[config.mk]
export PLATFORM = sky130hd
export DESIGN_NAME = status_reg
export DESIGN_NICKNAME = d
export VERILOG_FILES = /design/src/rtl/status_reg.sv
export SDC_FILE = /design/constraint.sdc
export NUM_CORES = 1
export LEC_CHECK = 0
export CELL_PAD_IN_SITES_DETAIL_PLACEMENT = 1
export CELL_PAD_IN_SITES_GLOBAL_PLACEMENT = 1
export CORE_MARGIN = 2
export CORE_UTILIZATION = 30
export CTS_BUF_LIST = sky130_fd_sc_hd__clkbuf_2 sky130_fd_sc_hd__clkbuf_4 sky130_fd_sc_hd__clkbuf_8
export CTS_CLUSTER_SIZE = 8
export DETAILED_ROUTE_END_ITERATION = 10
export DONT_BUFFER_PORTS = 1
export PLACE_DENSITY_LB_ADDON = 0.1
export SYNTH_ARGS = -nofsm -noshare
export SYNTH_HDL_FRONTEND = slang
export SYNTH_SLANG_ARGS = --single-unit
[constraint.sdc]
create_clock -name clk_i -period 1.92 [get_ports clk_i]
set_clock_uncertainty 0.15 [all_clocks]
set_input_delay 0.48 -clock clk_i [delete_from_list [all_inputs] [get_ports clk_i]]
set_output_delay 0.48 -clock clk_i [all_outputs]
set_load 0.03 [all_outputs]
[src/rtl/status_reg.sv]
// 6502 processor-status (P) register: six stored flags, push image and IRQ mask.
// Optional macro STATUS_IRQ_DELAY_EN adds a register stage on irq_mask_o (6502 CLI/SEI lag).
module status_reg (
  input  logic       clk_i,
  input  logic       rst_i,
  input  logic [2:0] op_i,
  input  logic [7:0] mask_i,
  input  logic       alu_carry_i,
  input  logic       alu_overflow_i,
  input  logic [7:0] nz_val_i,
  input  logic [7:0] db_i,
  input  logic       push_brk_i,
  output logic [7:0] p_o,
  output logic [7:0] p_push_o,
  output logic       c_o,
  output logic       irq_mask_o
);

  localparam logic [2:0] OP_NOP  = 3'd0;
  localparam logic [2:0] OP_ALU  = 3'd1;
  localparam logic [2:0] OP_BIT  = 3'd2;
  localparam logic [2:0] OP_LOAD = 3'd3;
  localparam logic [2:0] OP_SET  = 3'd4;
  localparam logic [2:0] OP_CLR  = 3'd5;

  logic flag_c, flag_z, flag_i, flag_d, flag_v, flag_n;
  logic next_c, next_z, next_i, next_d, next_v, next_n;
  logic nz_zero;

  assign nz_zero = (nz_val_i == 8'h00);

  always_comb begin
    next_c = flag_c;
    next_z = flag_z;
    next_i = flag_i;
    next_d = flag_d;
    next_v = flag_v;
    next_n = flag_n;
    case (op_i)
      OP_ALU: begin
        // I and D are never written by the ALU path, whatever the mask says.
        if (mask_i[0]) next_c = alu_carry_i;
        if (mask_i[1]) next_z = nz_zero;
        if (mask_i[6]) next_v = alu_overflow_i;
        if (mask_i[7]) next_n = nz_val_i[7];
      end
      OP_BIT: begin
        next_n = db_i[7];
        next_v = db_i[6];
        next_z = nz_zero;
      end
      OP_LOAD: begin
        next_c = db_i[0];
        next_z = db_i[1];
        next_i = db_i[2];
        next_d = db_i[3];
        next_v = db_i[6];
        next_n = db_i[7];
      end
      OP_SET: begin
        if (mask_i[0]) next_c = 1'b1;
        if (mask_i[1]) next_z = 1'b1;
        if (mask_i[2]) next_i = 1'b1;
        if (mask_i[3]) next_d = 1'b1;
        if (mask_i[6]) next_v = 1'b1;
        if (mask_i[7]) next_n = 1'b1;
      end
      OP_CLR: begin
        if (mask_i[0]) next_c = 1'b0;
        if (mask_i[1]) next_z = 1'b0;
        if (mask_i[2]) next_i = 1'b0;
        if (mask_i[3]) next_d = 1'b0;
        if (mask_i[6]) next_v = 1'b0;
        if (mask_i[7]) next_n = 1'b0;
      end
      default: ;
    endcase
  end

  always_ff @(posedge clk_i or posedge rst_i) begin
    if (rst_i) begin
      flag_c <= 1'b0;
      flag_z <= 1'b0;
      flag_i <= 1'b1;
      flag_d <= 1'b0;
      flag_v <= 1'b0;
      flag_n <= 1'b0;
    end else begin
      flag_c <= next_c;
      flag_z <= next_z;
      flag_i <= next_i;
      flag_d <= next_d;
      flag_v <= next_v;
      flag_n <= next_n;
    end
  end

  assign p_o      = {flag_n, flag_v, 1'b1, 1'b0, flag_d, flag_i, flag_z, flag_c};
  assign p_push_o = {flag_n, flag_v, 1'b1, push_brk_i, flag_d, flag_i, flag_z, flag_c};
  assign c_o      = flag_c;

`ifdef STATUS_IRQ_DELAY_EN
  // Polling one cycle after CLI/SEI still sees the previous mask.
  logic irq_mask_q;

  always_ff @(posedge clk_i or posedge rst_i) begin
    if (rst_i) irq_mask_q <= 1'b1;
    else       irq_mask_q <= flag_i;
  end

  assign irq_mask_o = irq_mask_q;
`else
  assign irq_mask_o = flag_i;
`endif

endmodule

After elaboration in Yosys (flattened, before gate mapping)
Index checks and enable logic that the tools add are counted.

Register bits: 6. Input bits: 32. Output and inout port bits: 18. Logic and storage cells: 61.

Equality and inequality tests: 21. Muxes and demuxes: 22. Reductions and logical operators: 12.

Operators with widths (count): 2-bit inequality test, second input constant (16); 1-bit two-way mux (16); 4-bit AND reduction (4); 1-bit case mux with 4 select lines (3); 8-bit zero test (1); 4-bit nonzero test (2); 3-bit by 2-bit equality test with 1-bit output, second input constant (2); 3-bit equality test, second input constant (2); 1-bit case mux with 3 select lines (2); 3-bit AND reduction (2); 1-bit case mux with 5 select lines (1); 5-bit nonzero test (1); 3-bit by 1-bit equality test with 1-bit output, second input constant (1); 3-bit nonzero test (1); 2-bit OR reduction (1).

Logic depth before layout (Yosys ltp)
Depth in word-level cells: 4. Gate-level depth with buffers: 5. Mapped depth without buffers: 3.

Least setup slack after synthesis
OpenSTA, ideal clock, no wires.

Kind: input port to flip-flop. Start: input nz_val_i[1]. End: register flag_z. Setup time: 0.065 ns. Arrival time: 1.484 ns. Data required time: 1.705 ns. Setup slack: 0.221 ns. Stages on the path: 3. Buffers on the path: 0. Cells stage by stage: or4_4 > a2111oi_4 > o22a_1.

Cells in the longest elaborated chain, start to end: 3.

RTL lines: start, declared (RTL line 10) `input logic [7:0] nz_val_i,`; 8-bit zero test (*) (RTL line 30) `assign nz_zero = (nz_val_i == 8'h00);`; 1-bit two-way mux (RTL line 43) `if (mask_i[1]) next_z = nz_zero;`; 1-bit case mux with 5 select lines (*) (RTL line 39) `case (op_i)`; end signal, assigned (RTL line 90) `flag_z <= next_z;`; end, declared (RTL line 26) `logic flag_c, flag_z, flag_i, flag_d, flag_v, flag_n;`.

Every way passes the cells marked *; elsewhere a longest branch is shown, timed or not. The select of a mux whose other input is x is not followed. A chain may end at the register's enable or synchronous reset.

Worst setup path in the final report
Start: register flag_i (netlist: irq_mask_o). End: output irq_mask_o.

RTL lines: start, declared (RTL line 26); start signal, assigned (RTL line 91) `flag_i <= next_i;`; end, declared (RTL line 16) `output logic irq_mask_o`.

No word-level cell between the ends.

==> results.toml <==
[run_status]
outcome = "complete, no violations"

[worst_setup_path]
cp_max_fo = 6
rrSetupSlack_ps = 450
worst_ep_required_time_ps = 1290
start_kind = "flop"
reg2reg_depth = 2
path_class = "reg -> out"
cp-endpoint = "irq_mask_o"
cp.arrival_ps = 1100
crit-reg2reg-launch = "irq_mask_o"
end_kind = "primary output"
cp.depth = 0
regToRegEndpoint = "irq_mask_o"
cp-startpoint = "irq_mask_o"

[timing]
tightest_slew_ps = 630
hold_viol = 0
rsz0062_at_grt = "no"
min_period_over_period_pct = 90.0
slew_violations = 0
setup_ws_ps = 192
fin_crit_ps = 1730
fin_setup_tns_ps = 0
fmax_mhz = 579
setup_violations = 0
relSlewSlack_pct = 58.0

[grt]
grt_pass1_wl_microns = 2070
grt_max_degree = 22
antenna_found_initial = 0
grt_pass1_vias = 427
grt_overflow_total = 0
track_usage_pct = 12.1

[finish]
antenna_cells = 0
fin_nets = 89
n_fill_cell = 234
syn2layout_area_growth_pct = -8.69
drive_above_1_share_pct = 19.6

[power_and_ir_drop]
ir_worst_vdd_uv = 259
p_leak_nw = 0.200
total_power_uw = 499
powerDensity_nw_per_um2 = 926

[route]
ant_nets = 0
drt-total-wl_microns = 1400
dr.pass1.iters = 3
wire_per_inst_microns = 16.9
vias_per_cell = 5.19
vias = 431
drtIter0Drc = 9
drc = 0

[yosys]
synth.top_cell.area_share_pct = 21.2
yosysMostFrequentCell = "buf_4"
synth_cells = 69
synth_edf_count = 0
synth_cell_type_count = 27
yosys-top-cells-count = "buf_4, dfrtp_1, nand3_1, nor2b_1"
syn_area_sq_um = 591
yosys.area.top_type = "dfrtp_1"
synth_area_leaders = "dfrtp_1, buf_4, mux2i_1, a2111oi_4, dfstp_2"
yosysWarnings = 0
yosysSeqAreaShare_pct = 25.6
synth_ff_type = "dfrtp_1"
ys_ff_latch = 6
async_flop_share_pct = 100
syn_avg_cell_area_sq_um = 8.56

[placed_design]
pre_cts_slack_ps = 168
dp_hpwl_microns = 1080
portBuffers = 0
gp_congestion = 0.665

[min_path]
hp-class = "in -> reg"

[die]
core_sq_um = 1900
initial_utilization_pct = 31.1
die_area_sq_um = 2340
die_x_microns = 48.4
row_count = 16
io_pins = 50
die_h_microns = 48.4

[cts]
path_clk_slew_ps = 50
worstSkewPairLatency_ps = 260
cts_tree = "built"
root_buffer = "clkbuf_4"
cts.sinks = 6
htree_levels = 1
cts_buffer_depth = 2
cts-buffers-inserted = 3

[run]
maxCapViolations = 0
-- per-layer routing --
metal | track usage [%] | vias to the layer above | part of all wire (%)
met5 | 0 | - | 0
met4 | 7.14 | 0 | 2.1
met3 | 6.79 | 4 | 12
met2 | 19.0 | 30 | 46
met1 | 12.6 | 195 | 39
li1 | - | 202 | -
-- registers in the layout, summed over array words and instances, names as in the netlist --
| name | count |
|---|---|
| flag_n | 1 |
| flag_d | 1 |
| flag_v | 1 |
| irq_mask_o | 1 |
| c_o | 1 |
| flag_z | 1 |
-- logic make-up after synthesis --
group | synth area share [%]
simple gates | 16.5
buf+inv | 25.0
compound gates | 26.5
flops | 25.6
other cells | 1.27
mux | 5.08
-- layout by cell type, fill, tap and decap left out --
cell type      n
or4_4          1
o221a_2        2
a31oi_1        2
dlygate4sd3_1  1
a211oi_1       1
nor2b_1        4
nand3_1        4
or4_1          1
mux2i_1        3
a2111oi_4      1
dfrtp_1        5
nor2_1         2
dfstp_2        1
clkbuf_4       4
o22a_1         1
o21ai_0        3
conb_1         3
a21oi_1        1
buf_4          1
a22oi_1        3
o32ai_1        1
nand2b_1       3
o221ai_1       2
a2bb2oi_1      1
inv_2          1
nand2_1        2
inv_1          2
-- report_power, final --
group          leakage (nW)  switching [mW]  internal [mW]
Combinational         0.116          0.0572         0.0406
Clock                0.0184          0.0552         0.0934
Sequential           0.0662           0.104          0.149
Total                 0.200           0.216          0.283
-- worst min path at each step --
stage            start      to  depth (start not counted)
2_1_floorplan    rst_i     c_o                          1
3_3_place_gp     rst_i  flag_n                          1
3_5_place_dp     rst_i  flag_v                          1
4_1_cts        op_i[0]     c_o                          1
5_1_grt        op_i[0]     c_o                          1
6_report       op_i[0]     c_o                          1
-- metrics by stage --
| step | utilization [%] | cell area, sq um | hold slack (ps) | cells |
|---|---|---|---|---|
| finish | 28.4 | 539 | 166 | 83 |
| global route | 28.4 | 539 | 157 | 83 |
| CTS | 28.4 | 539 | 168 | 83 |
| detailed placement | 26.3 | 499 | 150 | 78 |
| global placement | 26.3 | 499 | 153 | 78 |
| floorplan | - | 594 | 120 | 70 |
-- repair_timing --
action / 4_1_cts / 5_1_grt
endpoints found under the setup margin: 0 / 0
buffers inserted: 0 / 0
hold buffers: 1 / 0
gates resized for setup: 0 / 0
endpoints found under the hold margin: 5 / 0
-- final cells by class --
class                   count  area [sq um]  area share (%)
inverters                   3          11.3            2.09
multi-input cells          41           295            54.8
clock buffers               4          30.0            5.57
well taps                  27          33.8            6.26
repair buffers              2          17.5            3.25
flip-flops and latches      6           151            28.1
No activity file was read; power rests on OpenSTA's default activity.
